**config.mk**
```make
export PLATFORM = sky130hd
export DESIGN_NAME = ifetch_unit
export DESIGN_NICKNAME = d
export VERILOG_FILES = /design/src/rtl/ifetch_unit.sv
export SDC_FILE = /design/constraint.sdc
export NUM_CORES = 1
export LEC_CHECK = 0
export ABC_AREA = 0
export BUFFER_PORTS_ARGS = -buffer_cell sky130_fd_sc_hd__clkbuf_2
export CAP_MARGIN = 20
export CORE_ASPECT_RATIO = 0.9
export CORE_UTILIZATION = 46
export DETAILED_ROUTE_END_ITERATION = 16
export PLACE_DENSITY_LB_ADDON = 0.15
export SLEW_MARGIN = 20
export SYNTH_ARGS = -nofsm -noshare
export SYNTH_HDL_FRONTEND = slang
export SYNTH_SLANG_ARGS = --single-unit
```
**constraint.sdc**
```tcl
create_clock -name clock -period 4.1 [get_ports clock]
set_input_delay 0.205 -clock clock [delete_from_list [all_inputs] [get_ports clock]]
set_output_delay 0.205 -clock clock [all_outputs]
set_load 0.03 [all_outputs]
```
**src/rtl/ifetch_unit.sv**
```systemverilog
// Instruction fetch stage: holds the PC, issues one imem request per instruction and presents it to decode.
// Optional macro IFETCH_PERF_CNT_EN adds fetch/stall performance counters.
module ifetch_unit #(
    parameter int                ADDR_W   = 32,
    parameter logic [ADDR_W-1:0] RESET_PC = 32'h0000_0000
) (
    input  logic              clock,
    input  logic              reset,
    output logic              imem_req,
    output logic [ADDR_W-1:0] imem_addr,
    input  logic              imem_rvalid,
    input  logic [31:0]       imem_rdata,
    input  logic              stall,
    input  logic              branch,
    input  logic              zero,
    input  logic [ADDR_W-1:0] branch_offset,
    input  logic              jump,
    output logic              inst_valid,
    output logic [31:0]       instruction,
    output logic [5:0]        opcode,
    output logic [ADDR_W-1:0] pc,
    output logic [ADDR_W-1:0] pc_plus4,
`ifdef IFETCH_PERF_CNT_EN
    output logic [31:0]       perf_fetched,
    output logic [31:0]       perf_stall_cycles,
`endif
    output logic [1:0]        fsm_state
);

    // Handshakes: imem_req is a one-cycle strobe with no back-pressure and
    // imem_rvalid is accepted only in WAIT. Decode takes the presented
    // instruction on fire = inst_valid & ~stall; while stalled it is held.
    localparam logic [1:0] ST_ISSUE = 2'd0;
    localparam logic [1:0] ST_WAIT  = 2'd1;
    localparam logic [1:0] ST_VALID = 2'd2;

    logic [1:0]        state;
    logic              fire;
    logic [ADDR_W-1:0] next_pc;
    logic [ADDR_W-1:0] jump_target;
    logic [ADDR_W-1:0] branch_target;

    assign imem_req    = (state == ST_ISSUE);
    assign imem_addr   = {pc[ADDR_W-1:2], 2'b00};
    assign inst_valid  = (state == ST_VALID);
    assign opcode      = instruction[31:26];
    assign pc_plus4    = pc + 32'd4;
    assign fire        = inst_valid & ~stall;
    assign fsm_state   = state;

    assign jump_target   = {pc_plus4[ADDR_W-1:ADDR_W-4], instruction[25:0], 2'b00};
    assign branch_target = pc_plus4 + {branch_offset[ADDR_W-3:0], 2'b00};

    // Jump outranks a taken branch when control raises both.
    always_comb begin
        next_pc = pc_plus4;
        if (jump) begin
            next_pc = jump_target;
        end else if (branch && zero) begin
            next_pc = branch_target;
        end
    end

    always_ff @(posedge clock or posedge reset) begin
        if (reset) begin
            state <= ST_ISSUE;
        end else begin
            case (state)
                ST_ISSUE: state <= ST_WAIT;
                ST_WAIT:  if (imem_rvalid) state <= ST_VALID;
                ST_VALID: if (!stall) state <= ST_ISSUE;
                default:  state <= ST_ISSUE;
            endcase
        end
    end

    always_ff @(posedge clock or posedge reset) begin
        if (reset) begin
            pc          <= RESET_PC;
            instruction <= 32'd0;
        end else begin
            if (state == ST_WAIT && imem_rvalid) begin
                instruction <= imem_rdata;
            end
            if (fire) begin
                pc <= next_pc;
            end
        end
    end

`ifdef IFETCH_PERF_CNT_EN
    always_ff @(posedge clock or posedge reset) begin
        if (reset) begin
            perf_fetched      <= 32'd0;
            perf_stall_cycles <= 32'd0;
        end else begin
            if (fire) begin
                perf_fetched <= perf_fetched + 32'd1;
            end
            if (inst_valid && stall) begin
                perf_stall_cycles <= perf_stall_cycles + 32'd1;
            end
        end
    end
`endif

endmodule

```
* Word-level counts from Yosys, hierarchy flattened
Index checks and enable logic that the tools add are counted.
** Storage, ports and cells
- Register bits after elaboration :: 66
- Latch bits :: 0
- RAM bits :: 0
- ROM bits :: 0
- Input bits :: 71
- Output and inout port bits :: 138
- Logic and storage cells :: 20
- Memories :: 0
** Cells by class
- $add $sub $neg :: 2
- Multipliers :: 0
- Div/mod/pow operators :: 0
- Magnitude comparators :: 0
- Eq/ne operators :: 4
- Shift-type cells :: 0
- Muxes and demuxes :: 5
- Bitwise operators :: 2
- Reductions and logical operators :: 4
** Operators with widths (count)
- $mux W32 :: 2
- $add A32 B3 Y32 const B :: 1
- $add A32 B32 Y32 :: 1
- $pmux W2 S3 :: 1
- $mux W2 :: 2
- $ne A2 B2 Y1 const B :: 2
- $eq A2 B1 Y1 const B :: 1
- $eq A2 B2 Y1 const B :: 1
- $logic_and A1 B1 Y1 :: 2
- $logic_not A2 Y1 :: 1
- $reduce_and A2 Y1 :: 1
- $and A1 B1 Y1 :: 1
- $not A1 Y1 :: 1

* Longest topological paths before layout
- Depth after elaboration :: 4
- Depth in mapped cells :: 17
- Depth with buffers taken out :: 17

* Worst setup path before layout
OpenSTA, ideal clock, no wires.
- Path type :: flip-flop to flip-flop
- Start point :: reg pc[4]
- End point :: reg pc[30]
- Arrival time :: 4.076 ns
- Slack :: -0.059 ns
- Cell stages (with the launch flop) :: 17
- Clock period less this slack :: 4.159 ns
- Cells stage by stage :: dfrtp_1 > nand3_1 > or2_2 > nor2_1 > and3_1 > nand3_1 > xnor2_1 > ha_1 > a21o_1 > a21o_1 > a21o_1 > a41oi_2 > o211ai_1 > nand2_2 > nor4_1 > mux2_4 > a22oi_2
** Between the ends
- Cells in the longest elaborated chain, start to end :: 4
** Ends and longest elaborated chain
- start: declaration :: line 21 : output logic [ADDR_W-1:0] pc,
- start signal: assignment :: line 86 : pc <= next_pc;
- $add A32 B3 Y32 :: line 47 : assign pc_plus4 = pc + 32'd4;
- via pc_plus4[15] :: line 22 : output logic [ADDR_W-1:0] pc_plus4,
- $add A32 B32 Y32 :: line 52 : assign branch_target = pc_plus4 + {branch_offset[ADDR_W-3:0], 2'b00};
- $mux W32 :: line 59 : end else if (branch && zero) begin
- $mux W32 :: line 57 : if (jump) begin
The timed path passes the listed nets, and every way through them passes these cells.
A chain may end at the register's enable or synchronous reset.

* Worst setup path after layout
- Start point :: reg pc[2]
- End point :: reg pc[24]
** Between the ends
- Cells in the longest elaborated chain, start to end :: 4
** Ends and longest elaborated chain (line)
- $add A32 B3 Y32 * :: 47
- $add A32 B32 Y32 :: 52
- $mux W32 * :: 59
- $mux W32 * :: 57
Mark *: on every way between the ends. The rest lies on a longest branch, timed or not.

==> qor.txt <==
# nets final: 882
die width: 115 um
post-CTS setup buffers: 0
Core Region: 0.0110 mm2
final instance area: 0.00661 mm2
Global Route met1 Usage: 41.0%
final worst-path cycle share: 95.0%
final core utilization: 59.9%
io pins: 209
WL/cell: 17.3 um
Yosys Warn Count: 0
Post-synth EDFFs: 0
critical-path maximum fanout: 6
CTS tree: done
worst reg2reg path startpoint: pc[2]
largest area contributor in the netlist: dfrtp_1
Total Power: 6.46 mW
critical path class: reg2reg
post-placement cell area: 0.00627 mm2
CTS max path bufs: 2
Netlist cell types: 70
global route total overflow: 0
antenna violations before repair: 0
routability cong.: 0.893
critical path arrival: 4.11 ns
Area contributors post-synth: dfrtp_1, ha_1, mux2_2
Critical Path RT: 4.32 ns
Startpoint Class: register
RSZ-0062 raised after global routing: no
full die area: 0.0120 mm2
PD cells: 977 mW/mm2
Root Driver: clkbuf_16
Least-Margin Pin Slew: 0.787 ns
setup total negative slack: 0 ns
most frequent cells in the layout: clkbuf_2, nand2_1, dfrtp_1
post-DP HPWL: 12,800 um
endpoints failing hold: 0
GRT Total Usage: 27.3%
Cell Rows: 36
Setup crit start: pc[2]
clk slew on worst S/H paths: 0.05 ns
top cell type's share of synthesized area: 30.1%
min Tclk post-route: 3.89 ns
Fmax: 0.257 GHz
antenna fix cells: 0
largest net degree at the start of global routing: 46
Avg Inst Size Synth: 8.85 um2
crit path capture type: register
drt total wl: 16,100 um
Starting Density: 48.3%
Cell Area, Synth: 0.00533 mm2
area growth from synthesis to layout: 24.2%
vias per inst: 5.56
grt met2 use: 40.1%
quantity of I/O buffers inserted on ports: 200
Max-Slew Margin vs Limit: 47.3%
# DRC: 0
share of cells above drive strength 1: 37.8%
Mapped Cells: 602
min-delay src: imem_rvalid
total of max-cap violations: 0
htree depth: 3
CTS Sinks: 64
clock skew: 0.00335 ns
clk_lat worst skew: 0.33 ns
vias: 5,169
filler instances: 1,006
GR Util met3: 4.14%
Leak Pwr: 3.25 nW
most common cell after layout, fill and taps aside: clkbuf_2
total CTS buffers: 9
die height: 104 um
Worst Hold Class: in2reg
#FFs+latches synth: 64
Async SR Flop Fraction: 100%
Max Transition Viols Final: 0
register area share after synthesis: 30.1%
ys flop type: dfrtp_1
Initial DRT Pass Iterations: 5
DR iter-0 viols: 462
worst vdd ir: 0.561 mV
Routed Antenna Nets: 0
outcome: completed
endpoints failing setup: 0
first-pass GRT wire length: 25,400 um
pre-CTS setup slack: 0.166 ns
final worst slack: 0.206 ns
GRT Max-Usage Layer: met1
vias in the first global route: 4,804
critical path: stages (launching register included):
cell and delay [ns]:
dfrtp_1 0.44, ha_1 0.24, nand2_1 0.09, nor2_1 0.17, and4_1 0.29, xor2_1 0.30
ha_1 0.35, and3_1 0.21, a2111o_1 0.42, o211a_1 0.16, a21oi_2 0.16, o21ai_1 0.18
a21oi_2 0.20, xnor2_1 0.22, a211oi_1 0.15, a21o_1 0.21
flip-flops by register name (all words and copies together) (netlist names):
name	cells
fsm_state	2
instruction	32
pc	30
power by group:
| group | internal, mW | switching (mW) |
|---|---|---|
| clock network | 0.483 | 0.274 |
| registers | 0.940 | 0.468 |
| logic | 1.46 | 2.83 |
cell type report:
cell class / instances / area (um2) / area share (%)
clock buffer: 10 / 239 / 3.61
clock inverter: 5 / 57.6 / 0.870
sequential: 64 / 1600 / 24.2
multi-input combinational: 474 / 3370 / 50.9
inverter: 9 / 33.8 / 0.511
timing repair buffer: 216 / 1120 / 17.0
tap: 152 / 190 / 2.88
layer usage:
| metal | vias up | routed length, um |
|---|---|---|
| li1 | 2470 | - |
| met2 | 236 | 6900 |
| met5 | - | 0 |
| met4 | 0 | 226 |
| met3 | 24 | 1370 |
| met1 | 2439 | 7640 |
cells in the mapped netlist (3+ instances only):
cell type,number
xor2_1,18
a21o_1,14
nand3_1,20
nor2b_1,5
buf_4,42
o22ai_1,6
nand3_2,3
o21a_1,4
nand4_1,7
o211ai_1,12
o21bai_1,7
nor3_1,5
dfrtp_1,64
ha_1,36
nor2_1,40
a211oi_1,11
a21oi_1,33
nand2_1,71
a31oi_1,6
o21ai_0,32
o21ai_1,11
and3_1,5
inv_1,9
mux2_2,33
and4_1,4
nand2b_1,3
clkbuf_1,18
or3_1,4
xnor2_1,28
through the flow:
stage	hold WS [ns]	instances
floorplan	0.296	607
global placement	0.342	914
detailed placement	0.346	914
CTS	0.0637	930
global route	0.0776	930
finish	0.0719	930
worst paths after layout:
path | endpoint | slack (ns) | cells past startpoint
hold / removal | fsm_state[0] | 0.07 | 2
setup / recovery | pc[24] | 0.21 | 15
setup reg to reg | pc[24] | 0.21 | 15
hold reg to reg | fsm_state[0] | 0.50 | 1
min in group asynchronous | instruction[28] | 0.54 | 3
max in group asynchronous | pc[4] | 2.66 | 4
repair_timing:
item	4_1_cts	5_1_grt
gates resized for setup	0	7
hold buffers	1	0
endpoints found under the hold margin	10	0
endpoints found under the setup margin	0	8
cells by family (layout without fill, tap and decap cells):
group	count (synthesis)	in the layout	synth area share, %
XOR/XNOR	48	48	8.39
AO/OA/AOI/OAI	163	163	20.1
flip-flops	64	64	30.1
multiplexers	36	36	7.66
buffers and inverters	69	240	7.82
adder cells (fa/ha/maj)	37	37	8.83
other	1	6	0.0704
AND/OR/NAND/NOR	184	184	17.0
Note: power is estimated with default switching activity, not from simulation.
